==> src/rtl/stage2_decode_hz_pkg.sv <==
// Shared opcode map and decoded-control record for the MIPS decode stage.
package mips_pkg;

    localparam logic [5:0] OP_RTYPE = 6'h00;
    localparam logic [5:0] OP_LDW   = 6'h01;
    localparam logic [5:0] OP_STW   = 6'h02;
    localparam logic [5:0] OP_ADDI  = 6'h04;
    localparam logic [5:0] OP_SUBI  = 6'h05;
    localparam logic [5:0] OP_MULI  = 6'h06;
    localparam logic [5:0] OP_DIVI  = 6'h07;
    localparam logic [5:0] OP_ANDI  = 6'h08;
    localparam logic [5:0] OP_ORI   = 6'h09;
    localparam logic [5:0] OP_NORI  = 6'h0A;
    localparam logic [5:0] OP_XORI  = 6'h0B;
    localparam logic [5:0] OP_BEQ   = 6'h0C;
    localparam logic [5:0] OP_BNE   = 6'h0D;
    localparam logic [5:0] OP_BLT   = 6'h0E;
    localparam logic [5:0] OP_BLE   = 6'h0F;
    localparam logic [5:0] OP_ADDHI = 6'h24;
    localparam logic [5:0] OP_SUBHI = 6'h25;
    localparam logic [5:0] OP_MULHI = 6'h26;
    localparam logic [5:0] OP_DIVHI = 6'h27;
    localparam logic [5:0] OP_ANDHI = 6'h28;
    localparam logic [5:0] OP_ORHI  = 6'h29;
    localparam logic [5:0] OP_NORHI = 6'h2A;
    localparam logic [5:0] OP_XORHI = 6'h2B;
    localparam logic [5:0] OP_JMP   = 6'h3F;

    typedef enum logic [1:0] {OP2_RT, OP2_SEXT, OP2_ZEXT, OP2_HI} op2_sel_e;
    typedef enum logic [1:0] {DST_NONE, DST_RD, DST_RT} dst_sel_e;

    typedef struct packed {
        logic     valid;
        logic     rt_src;
        op2_sel_e op2_sel;
        dst_sel_e dst_sel;
        logic     en_write;
        logic     jmp_br;
        logic     mem_read;
        logic     mem_write;
    } ctrl_t;

    localparam ctrl_t CTRL_BUBBLE = '{valid: 1'b0, rt_src: 1'b0, op2_sel: OP2_RT,
                                      dst_sel: DST_NONE, en_write: 1'b0, jmp_br: 1'b0,
                                      mem_read: 1'b0, mem_write: 1'b0};

    // rt_src is reported for every R-type so hazard checks stay conservative on bad functs.
    function automatic ctrl_t decode_ctrl(input logic [5:0] op, input logic [5:0] funct);
        ctrl_t c;
        c = CTRL_BUBBLE;
        if (op == OP_RTYPE) begin
            c.rt_src = 1'b1;
            if (funct inside {[6'h04:6'h0B], [6'h18:6'h1B]}) begin
                c.valid    = 1'b1;
                c.op2_sel  = OP2_RT;
                c.dst_sel  = DST_RD;
                c.en_write = 1'b1;
            end
        end else if (op inside {[OP_ADDI:OP_DIVI]}) begin
            c.valid = 1'b1; c.op2_sel = OP2_SEXT; c.dst_sel = DST_RT; c.en_write = 1'b1;
        end else if (op inside {[OP_ANDI:OP_XORI]}) begin
            c.valid = 1'b1; c.op2_sel = OP2_ZEXT; c.dst_sel = DST_RT; c.en_write = 1'b1;
        end else if (op inside {[OP_ADDHI:OP_XORHI]}) begin
            c.valid = 1'b1; c.op2_sel = OP2_HI; c.dst_sel = DST_RT; c.en_write = 1'b1;
        end else if (op inside {[OP_BEQ:OP_BLE]}) begin
            c.valid = 1'b1; c.rt_src = 1'b1; c.op2_sel = OP2_RT; c.jmp_br = 1'b1;
        end else if (op == OP_LDW) begin
            c.valid = 1'b1; c.op2_sel = OP2_SEXT; c.dst_sel = DST_RT;
            c.en_write = 1'b1; c.mem_read = 1'b1;
        end else if (op == OP_STW) begin
            c.valid = 1'b1; c.rt_src = 1'b1; c.op2_sel = OP2_SEXT; c.mem_write = 1'b1;
        end else if (op == OP_JMP) begin
            c.valid = 1'b1; c.op2_sel = OP2_SEXT; c.jmp_br = 1'b1;
        end
        return c;
    endfunction

endpackage

==> src/rtl/stage2_decode_hz_regfile_bypass.sv <==
// Register file, two read ports, one write port; reads see the value being written this cycle.
module regfile_bypass #(
    parameter int DATA_W     = 32,
    parameter int REG_ADDR_W = 5
) (
    input  logic                  clk,
    input  logic                  reset,
    input  logic [REG_ADDR_W-1:0] raddr1_i,
    input  logic [REG_ADDR_W-1:0] raddr2_i,
    output logic [DATA_W-1:0]     rdata1_o,
    output logic [DATA_W-1:0]     rdata2_o,
    input  logic                  we_i,
    input  logic [REG_ADDR_W-1:0] waddr_i,
    input  logic [DATA_W-1:0]     wdata_i
);
    localparam int NREG = 2**REG_ADDR_W;

    logic [DATA_W-1:0] regs_q [NREG];
    logic              wr_live;

    assign wr_live = we_i && (waddr_i != '0);

    always_ff @(posedge clk) begin
        if (reset) begin
            for (int i = 0; i < NREG; i++) regs_q[i] <= '0;
        end else if (wr_live) begin
            regs_q[waddr_i] <= wdata_i;
        end
    end

    always_comb begin
        rdata1_o = '0;
        rdata2_o = '0;
        if (raddr1_i != '0) rdata1_o = (wr_live && waddr_i == raddr1_i) ? wdata_i : regs_q[raddr1_i];
        if (raddr2_i != '0) rdata2_o = (wr_live && waddr_i == raddr2_i) ? wdata_i : regs_q[raddr2_i];
    end

endmodule

==> src/rtl/stage2_decode_hz.sv <==
// ID stage: decode, register read with writeback bypass, load-use stall and flush into ID/EX.
module stage2_decode_hz
    import mips_pkg::*;
#(
    parameter int DATA_W     = 32,
    parameter int REG_ADDR_W = 5,
    parameter int IMM_W      = 16
) (
    input  logic                  clk,
    input  logic                  reset,
    input  logic                  En_Pipeline,
    input  logic                  flush,
    input  logic [31:0]           instruction,
    input  logic [DATA_W-1:0]     STG25_data_in,
    input  logic [REG_ADDR_W-1:0] STG25_addr_Write_Reg,
    input  logic                  STG25_En_Write_Reg,
    output logic                  stall_out,
    output logic [DATA_W-1:0]     ALU_operand1,
    output logic [DATA_W-1:0]     ALU_operand2,
    output logic [DATA_W-1:0]     Store_Data,
    output logic [DATA_W-1:0]     Imm_out,
    output logic [5:0]            opcode,
    output logic [REG_ADDR_W-1:0] Addr_Write_Reg,
    output logic                  En_Write_Reg,
    output logic                  JMP_BR_flag,
    output logic                  Mem_Read,
    output logic                  Mem_Write
);
    logic [5:0]            op_f, funct_f;
    logic [REG_ADDR_W-1:0] rs_a, rt_a, rd_a;
    logic [IMM_W-1:0]      imm_f;
    logic [DATA_W-1:0]     imm_sext, imm_zext, imm_hi, rs_val, rt_val;
    ctrl_t                 ctrl;
    logic                  hazard;

    logic [DATA_W-1:0]     op1_q, op1_d, op2_q, op2_d, sd_q, sd_d, imm_q, imm_d;
    logic [5:0]            opc_q, opc_d;
    logic [REG_ADDR_W-1:0] dst_q, dst_d;
    logic                  we_q, we_d, jb_q, jb_d, mr_q, mr_d, mw_q, mw_d;

    assign op_f     = instruction[31:26];
    assign funct_f  = instruction[5:0];
    assign rs_a     = instruction[21 +: REG_ADDR_W];
    assign rt_a     = instruction[16 +: REG_ADDR_W];
    assign rd_a     = instruction[11 +: REG_ADDR_W];
    assign imm_f    = instruction[IMM_W-1:0];
    assign imm_sext = {{(DATA_W-IMM_W){imm_f[IMM_W-1]}}, imm_f};
    assign imm_zext = {{(DATA_W-IMM_W){1'b0}}, imm_f};
    assign imm_hi   = {imm_f, {(DATA_W-IMM_W){1'b0}}};
    assign ctrl     = decode_ctrl(op_f, funct_f);

    regfile_bypass #(.DATA_W(DATA_W), .REG_ADDR_W(REG_ADDR_W)) u_rf (
        .clk      (clk),
        .reset    (reset),
        .raddr1_i (rs_a),
        .raddr2_i (rt_a),
        .rdata1_o (rs_val),
        .rdata2_o (rt_val),
        .we_i     (STG25_En_Write_Reg),
        .waddr_i  (STG25_addr_Write_Reg),
        .wdata_i  (STG25_data_in)
    );

    // Load in ID/EX whose destination is read here; holds while the pipe is frozen.
    assign hazard    = mr_q && (dst_q != '0) &&
                       ((dst_q == rs_a) || (ctrl.rt_src && (dst_q == rt_a)));
    assign stall_out = hazard;

    always_comb begin
        op1_d = '0; op2_d = '0; sd_d = '0; imm_d = '0;
        opc_d = '0; dst_d = '0;
        we_d  = 1'b0; jb_d = 1'b0; mr_d = 1'b0; mw_d = 1'b0;
        if (!flush && !hazard && ctrl.valid) begin
            op1_d = rs_val;
            sd_d  = rt_val;
            imm_d = imm_sext;
            opc_d = (op_f == OP_RTYPE) ? funct_f : op_f;
            case (ctrl.op2_sel)
                OP2_SEXT: op2_d = imm_sext;
                OP2_ZEXT: op2_d = imm_zext;
                OP2_HI:   op2_d = imm_hi;
                default:  op2_d = rt_val;
            endcase
            case (ctrl.dst_sel)
                DST_RD:  dst_d = rd_a;
                DST_RT:  dst_d = rt_a;
                default: dst_d = '0;
            endcase
            we_d = ctrl.en_write;
            jb_d = ctrl.jmp_br;
            mr_d = ctrl.mem_read;
            mw_d = ctrl.mem_write;
        end
    end

    always_ff @(posedge clk) begin
        if (reset) begin
            op1_q <= '0; op2_q <= '0; sd_q <= '0; imm_q <= '0;
            opc_q <= '0; dst_q <= '0;
            we_q  <= 1'b0; jb_q <= 1'b0; mr_q <= 1'b0; mw_q <= 1'b0;
        end else if (En_Pipeline) begin
            op1_q <= op1_d; op2_q <= op2_d; sd_q <= sd_d; imm_q <= imm_d;
            opc_q <= opc_d; dst_q <= dst_d;
            we_q  <= we_d; jb_q <= jb_d; mr_q <= mr_d; mw_q <= mw_d;
        end
    end

    assign ALU_operand1   = op1_q;
    assign ALU_operand2   = op2_q;
    assign Store_Data     = sd_q;
    assign Imm_out        = imm_q;
    assign opcode         = opc_q;
    assign Addr_Write_Reg = dst_q;
    assign En_Write_Reg   = we_q;
    assign JMP_BR_flag    = jb_q;
    assign Mem_Read       = mr_q;
    assign Mem_Write      = mw_q;

endmodule

==> config.mk <==
export PLATFORM = sky130hd
export DESIGN_NAME = stage2_decode_hz
export DESIGN_NICKNAME = d
export VERILOG_FILES = /design/src/rtl/stage2_decode_hz_pkg.sv /design/src/rtl/stage2_decode_hz_regfile_bypass.sv /design/src/rtl/stage2_decode_hz.sv
export SDC_FILE = /design/constraint.sdc
export NUM_CORES = 2
export LEC_CHECK = 0
export BUFFER_PORTS_ARGS = -buffer_cell sky130_fd_sc_hd__buf_2
export CAP_MARGIN = 20
export CORE_MARGIN = 2
export CORE_UTILIZATION = 45
export CTS_CLUSTER_SIZE = 25
export DETAILED_ROUTE_END_ITERATION = 8
export PLACE_DENSITY_LB_ADDON = 0.3
export RECOVER_POWER = 25
export SLEW_MARGIN = 10
export SYNTH_ARGS = -nofsm -noshare
export SYNTH_HDL_FRONTEND = slang
export SYNTH_SLANG_ARGS = --single-unit
==> constraint.sdc <==
create_clock -name clk -period 2.72 [get_ports clk]
set_input_delay 0.136 -clock clk [delete_from_list [all_inputs] [get_ports clk]]
set_output_delay 0.136 -clock clk [all_outputs]
set_load 0.05 [all_outputs]
==> results.tsv <==
metric	value	unit
critPathKind	primary input to register	
netSwitchingFraction	25.9	%
finish.utilization	52.3	%
clk_root_buffer_cell	sky130_fd_sc_hd__clkbuf_16	
syn_to_final_growth	15.7	%
timing.critical_path.cells	dlygate4sd3_1 -> buf_8 -> buf_4 -> mux4_2 -> mux4_2 -> nor2b_1 -> a221oi_4 -> buf_4 -> a221oi_1 -> a21o_1	
cp-end-kind	register	
cts-buffers-inserted	120	
wl	230000	um
detail_route.drc_violations	0	
rsz0062_at_grt	no	
setup_viol_count_final	0	
die_h	372	um
chipWidth	372	um
detail_route.vias_per_cell	6.58	
clock_tree.htree_level_count	3	
timing.critical_path.slowest_stage_cell	sky130_fd_sc_hd__dlygate4sd3_1	
drive_gt1_share	23.3	%
ys_seq_area_share	54.6	%
synth_cells	4535	
power.share.sequential	47.4	%
wire_per_inst	34.3	um
clock_latency_on_the_worst_skew_pair	760	ps
r2r_slack	110	ps
finalNonFillerCells	6707	
p_sw	11.3	mW
critical_path.max_fanout	18	
gr-usage-all-layers	32.7	%
layout_commonest_cell	sky130_fd_sc_hd__edfxtp_1	
p_int	32.3	mW
max_slew_margin	13.8	%
drtAntennaViolNets	0	
clock.fmax	0.375	GHz
grt_overflow_total	0	
yosys_most_used_dff	sky130_fd_sc_hd__edfxtp_1	
die_area	138000	um2
yosys_warnings	0	
syn_area	61000	um2
grt_antenna_before_repair	21	
placed_cells_incl_taps	6418	
grt_start_max_net_pins	90	
ys_seq_elements	1151	
routabilityCongestion	0.940	
critical_path.max_stage_delay	570	ps
drv_slew	0	
dr.first_iter.drc_count	6568	
worst-endpoint-arrival	3320	ps
coreArea	135000	um2
timing_hold_violations_final	0	
io-pin-count	218	
commonest_cells_after_routing_fill_and_taps_aside	1024 x sky130_fd_sc_hd__edfxtp_1, 892 x sky130_fd_sc_hd__and2_1, 375 x sky130_fd_sc_hd__mux4_2, 297 x sky130_fd_sc_hd__mux2i_1, 224 x sky130_fd_sc_hd__buf_4	
maximum_resistive_drop_on_vdd	474	uV
final_min_period_over_clock_period	98.0	%
clkSlewWorstSetupHoldPaths	60	ps
tritoncts	done	
synth-edff-count	1024	
detailedRoute.firstPassIterationCount	6	
max_cap_violations	0	
wire_length_of_the_first_global_routing_pass	318000	um
cp_top_family	buffers and inverters	
p_leak	25.2	nW
ys_async_sr_fraction	0	%
pwr-share-comb	13.3	%
crit_buf_inv	4	
standard_cell_row_count	135	
post-dp-hpwl	141000	um
outcome	complete, no violations	
portion_of_total_power_attributed_to_the_clock_network	39.3	%
timing.clock.skew	16.8	ps
initial_core_util	45.2	%
via_count	44110	
max-clock-path-buffers	3	
synth.avg_cell_area	13.4	um2
pre_cts_slack	-491	ps
nNetsFinal	4885	
fin_area	70500	um2
synth_cell_types	67	
dpl_cell_area	66300	um2
critical_path.startpoint_type	primary input	
io_buffers	217	
cp_required	3380	ps
layout_min_cycle_time	2660	ps
post-route-worst-setup-slack	55.6	ps
max_slew.worst_pin.slew	1290	ps
cts.sink_count	1151	
powerDensity	617	nW/um2
timing.hold.worst.class	primary input to register	
grt_pass1_vias	42508	
## registers in the layout (all words and copies together) (netlist names)
| name | flops |
|---|---|
| ALU_operand1 | 32 |
| ALU_operand2 | 32 |
| Addr_Write_Reg | 5 |
| En_Write_Reg | 1 |
| Imm_out | 16 |
| JMP_BR_flag | 1 |
| Mem_Read | 1 |
| Mem_Write | 1 |
| Store_Data | 32 |
| opcode | 6 |
| u_rf.regs_q | 1024 |
## routing by layer
layer  GRT usage, %  wire [um]  share of wire, %
met5              0         51             0.022
met4           17.7      14200               6.2
met3           8.84      31300                14
met2           50.8     104000                45
met1           41.8      80900                35
## Yosys cell counts, types with 17 or more instances
cell type / instances / area (um2)
sky130_fd_sc_hd__a211oi_1: 19 / 143
sky130_fd_sc_hd__a21oi_1: 151 / 756
sky130_fd_sc_hd__a221o_1: 67 / 671
sky130_fd_sc_hd__a221oi_1: 53 / 464
sky130_fd_sc_hd__a22oi_1: 50 / 375
sky130_fd_sc_hd__a311o_1: 31 / 310
sky130_fd_sc_hd__a311oi_1: 32 / 280
sky130_fd_sc_hd__and2_1: 997 / 6240
sky130_fd_sc_hd__buf_1: 38 / 143
sky130_fd_sc_hd__buf_2: 55 / 275
sky130_fd_sc_hd__buf_4: 36 / 270
sky130_fd_sc_hd__clkbuf_1: 341 / 1280
sky130_fd_sc_hd__dfxtp_1: 127 / 2540
sky130_fd_sc_hd__edfxtp_1: 1024 / 30700
sky130_fd_sc_hd__inv_1: 68 / 255
sky130_fd_sc_hd__mux2_2: 75 / 845
sky130_fd_sc_hd__mux2i_1: 297 / 2970
sky130_fd_sc_hd__mux4_2: 375 / 8450
sky130_fd_sc_hd__nand2_1: 208 / 781
sky130_fd_sc_hd__nand3_1: 22 / 110
sky130_fd_sc_hd__nand4_1: 36 / 225
sky130_fd_sc_hd__nor2_1: 86 / 323
sky130_fd_sc_hd__o21ai_0: 60 / 300
sky130_fd_sc_hd__o221ai_1: 40 / 350
sky130_fd_sc_hd__o22ai_1: 38 / 238
sky130_fd_sc_hd__or2_2: 36 / 225
sky130_fd_sc_hd__xnor2_1: 17 / 149
## worst register-to-register path, stage by stage (launching register included)
cell and delay [ps]:
sky130_fd_sc_hd__dfxtp_1 370, sky130_fd_sc_hd__or4_1 560, sky130_fd_sc_hd__o221ai_2 240, sky130_fd_sc_hd__buf_4 200, sky130_fd_sc_hd__inv_1 110, sky130_fd_sc_hd__nor2_4 130
sky130_fd_sc_hd__buf_12 160, sky130_fd_sc_hd__nand4_1 90, sky130_fd_sc_hd__dlygate4sd3_1 560, sky130_fd_sc_hd__a21oi_1 110
## worst paths after layout
kind                           from                 to  cells after the start
hold / removal      instruction[16]  Addr_Write_Reg[0]                      4
setup reg to reg  Addr_Write_Reg[4]        JMP_BR_flag                      9
setup / recovery    instruction[17]   ALU_operand2[26]                     10
hold reg to reg           Mem_Write          Mem_Write                      2
## power groups by stage
| stage | Combinational, mW | Clock, mW | Sequential (mW) |
|---|---|---|---|
| finish | 5.80 | 17.1 | 20.6 |
| global route | 5.98 | 17.8 | 20.7 |
| CTS | 5.69 | 17.2 | 20.6 |
| detailed placement | 5.61 | 0 | 21.0 |
| global placement | 5.57 | 0 | 20.9 |
| floorplan | 3.20 | 0 | 21.0 |
## cells by family after synthesis
| kind of cell | synth area share, % |
|---|---|
| simple gates | 13.7 |
| flops | 54.6 |
| mux | 20.1 |
| compound gates | 7.53 |
| buf+inv | 3.75 |
| xor+xnor | 0.316 |
| other cells | 0.00615 |
## area by class of cell
| class | count | area, um2 |
|---|---|---|
| Antenna cell | 8 | 20.0 |
| Timing Repair Buffer | 598 | 4870 |
| Sequential cell | 1151 | 33300 |
| Clock buffer | 161 | 3450 |
| Clock inverter | 68 | 618 |
| Fill cell | 11105 | 64400 |
| Inverter | 69 | 262 |
| Tap cell | 1781 | 2230 |
| Multi-Input combinational cell | 2871 | 25800 |
## through the flow
step                      hold WS, ps  total power, mW  TNS, ps
after floorplan                   274             24.2        0
after global placement            434             26.5    -3850
after detailed placement          440             26.6    -2480
after CTS                        7.45             43.4        0
after global routing             47.3             44.5        0
final                            7.12             43.5        0
## repair_timing
action | 4_1_cts | 5_1_grt
pin swaps | 0 | 3
setup buffers | 0 | 3
gates cloned | 0 | 2
setup endpoints to repair | 3 | 11
hold buffers | 48 | 0
hold endpoints to repair | 200 | 0
resized for setup | 3 | 7
(Power assumes the default switching activity.)
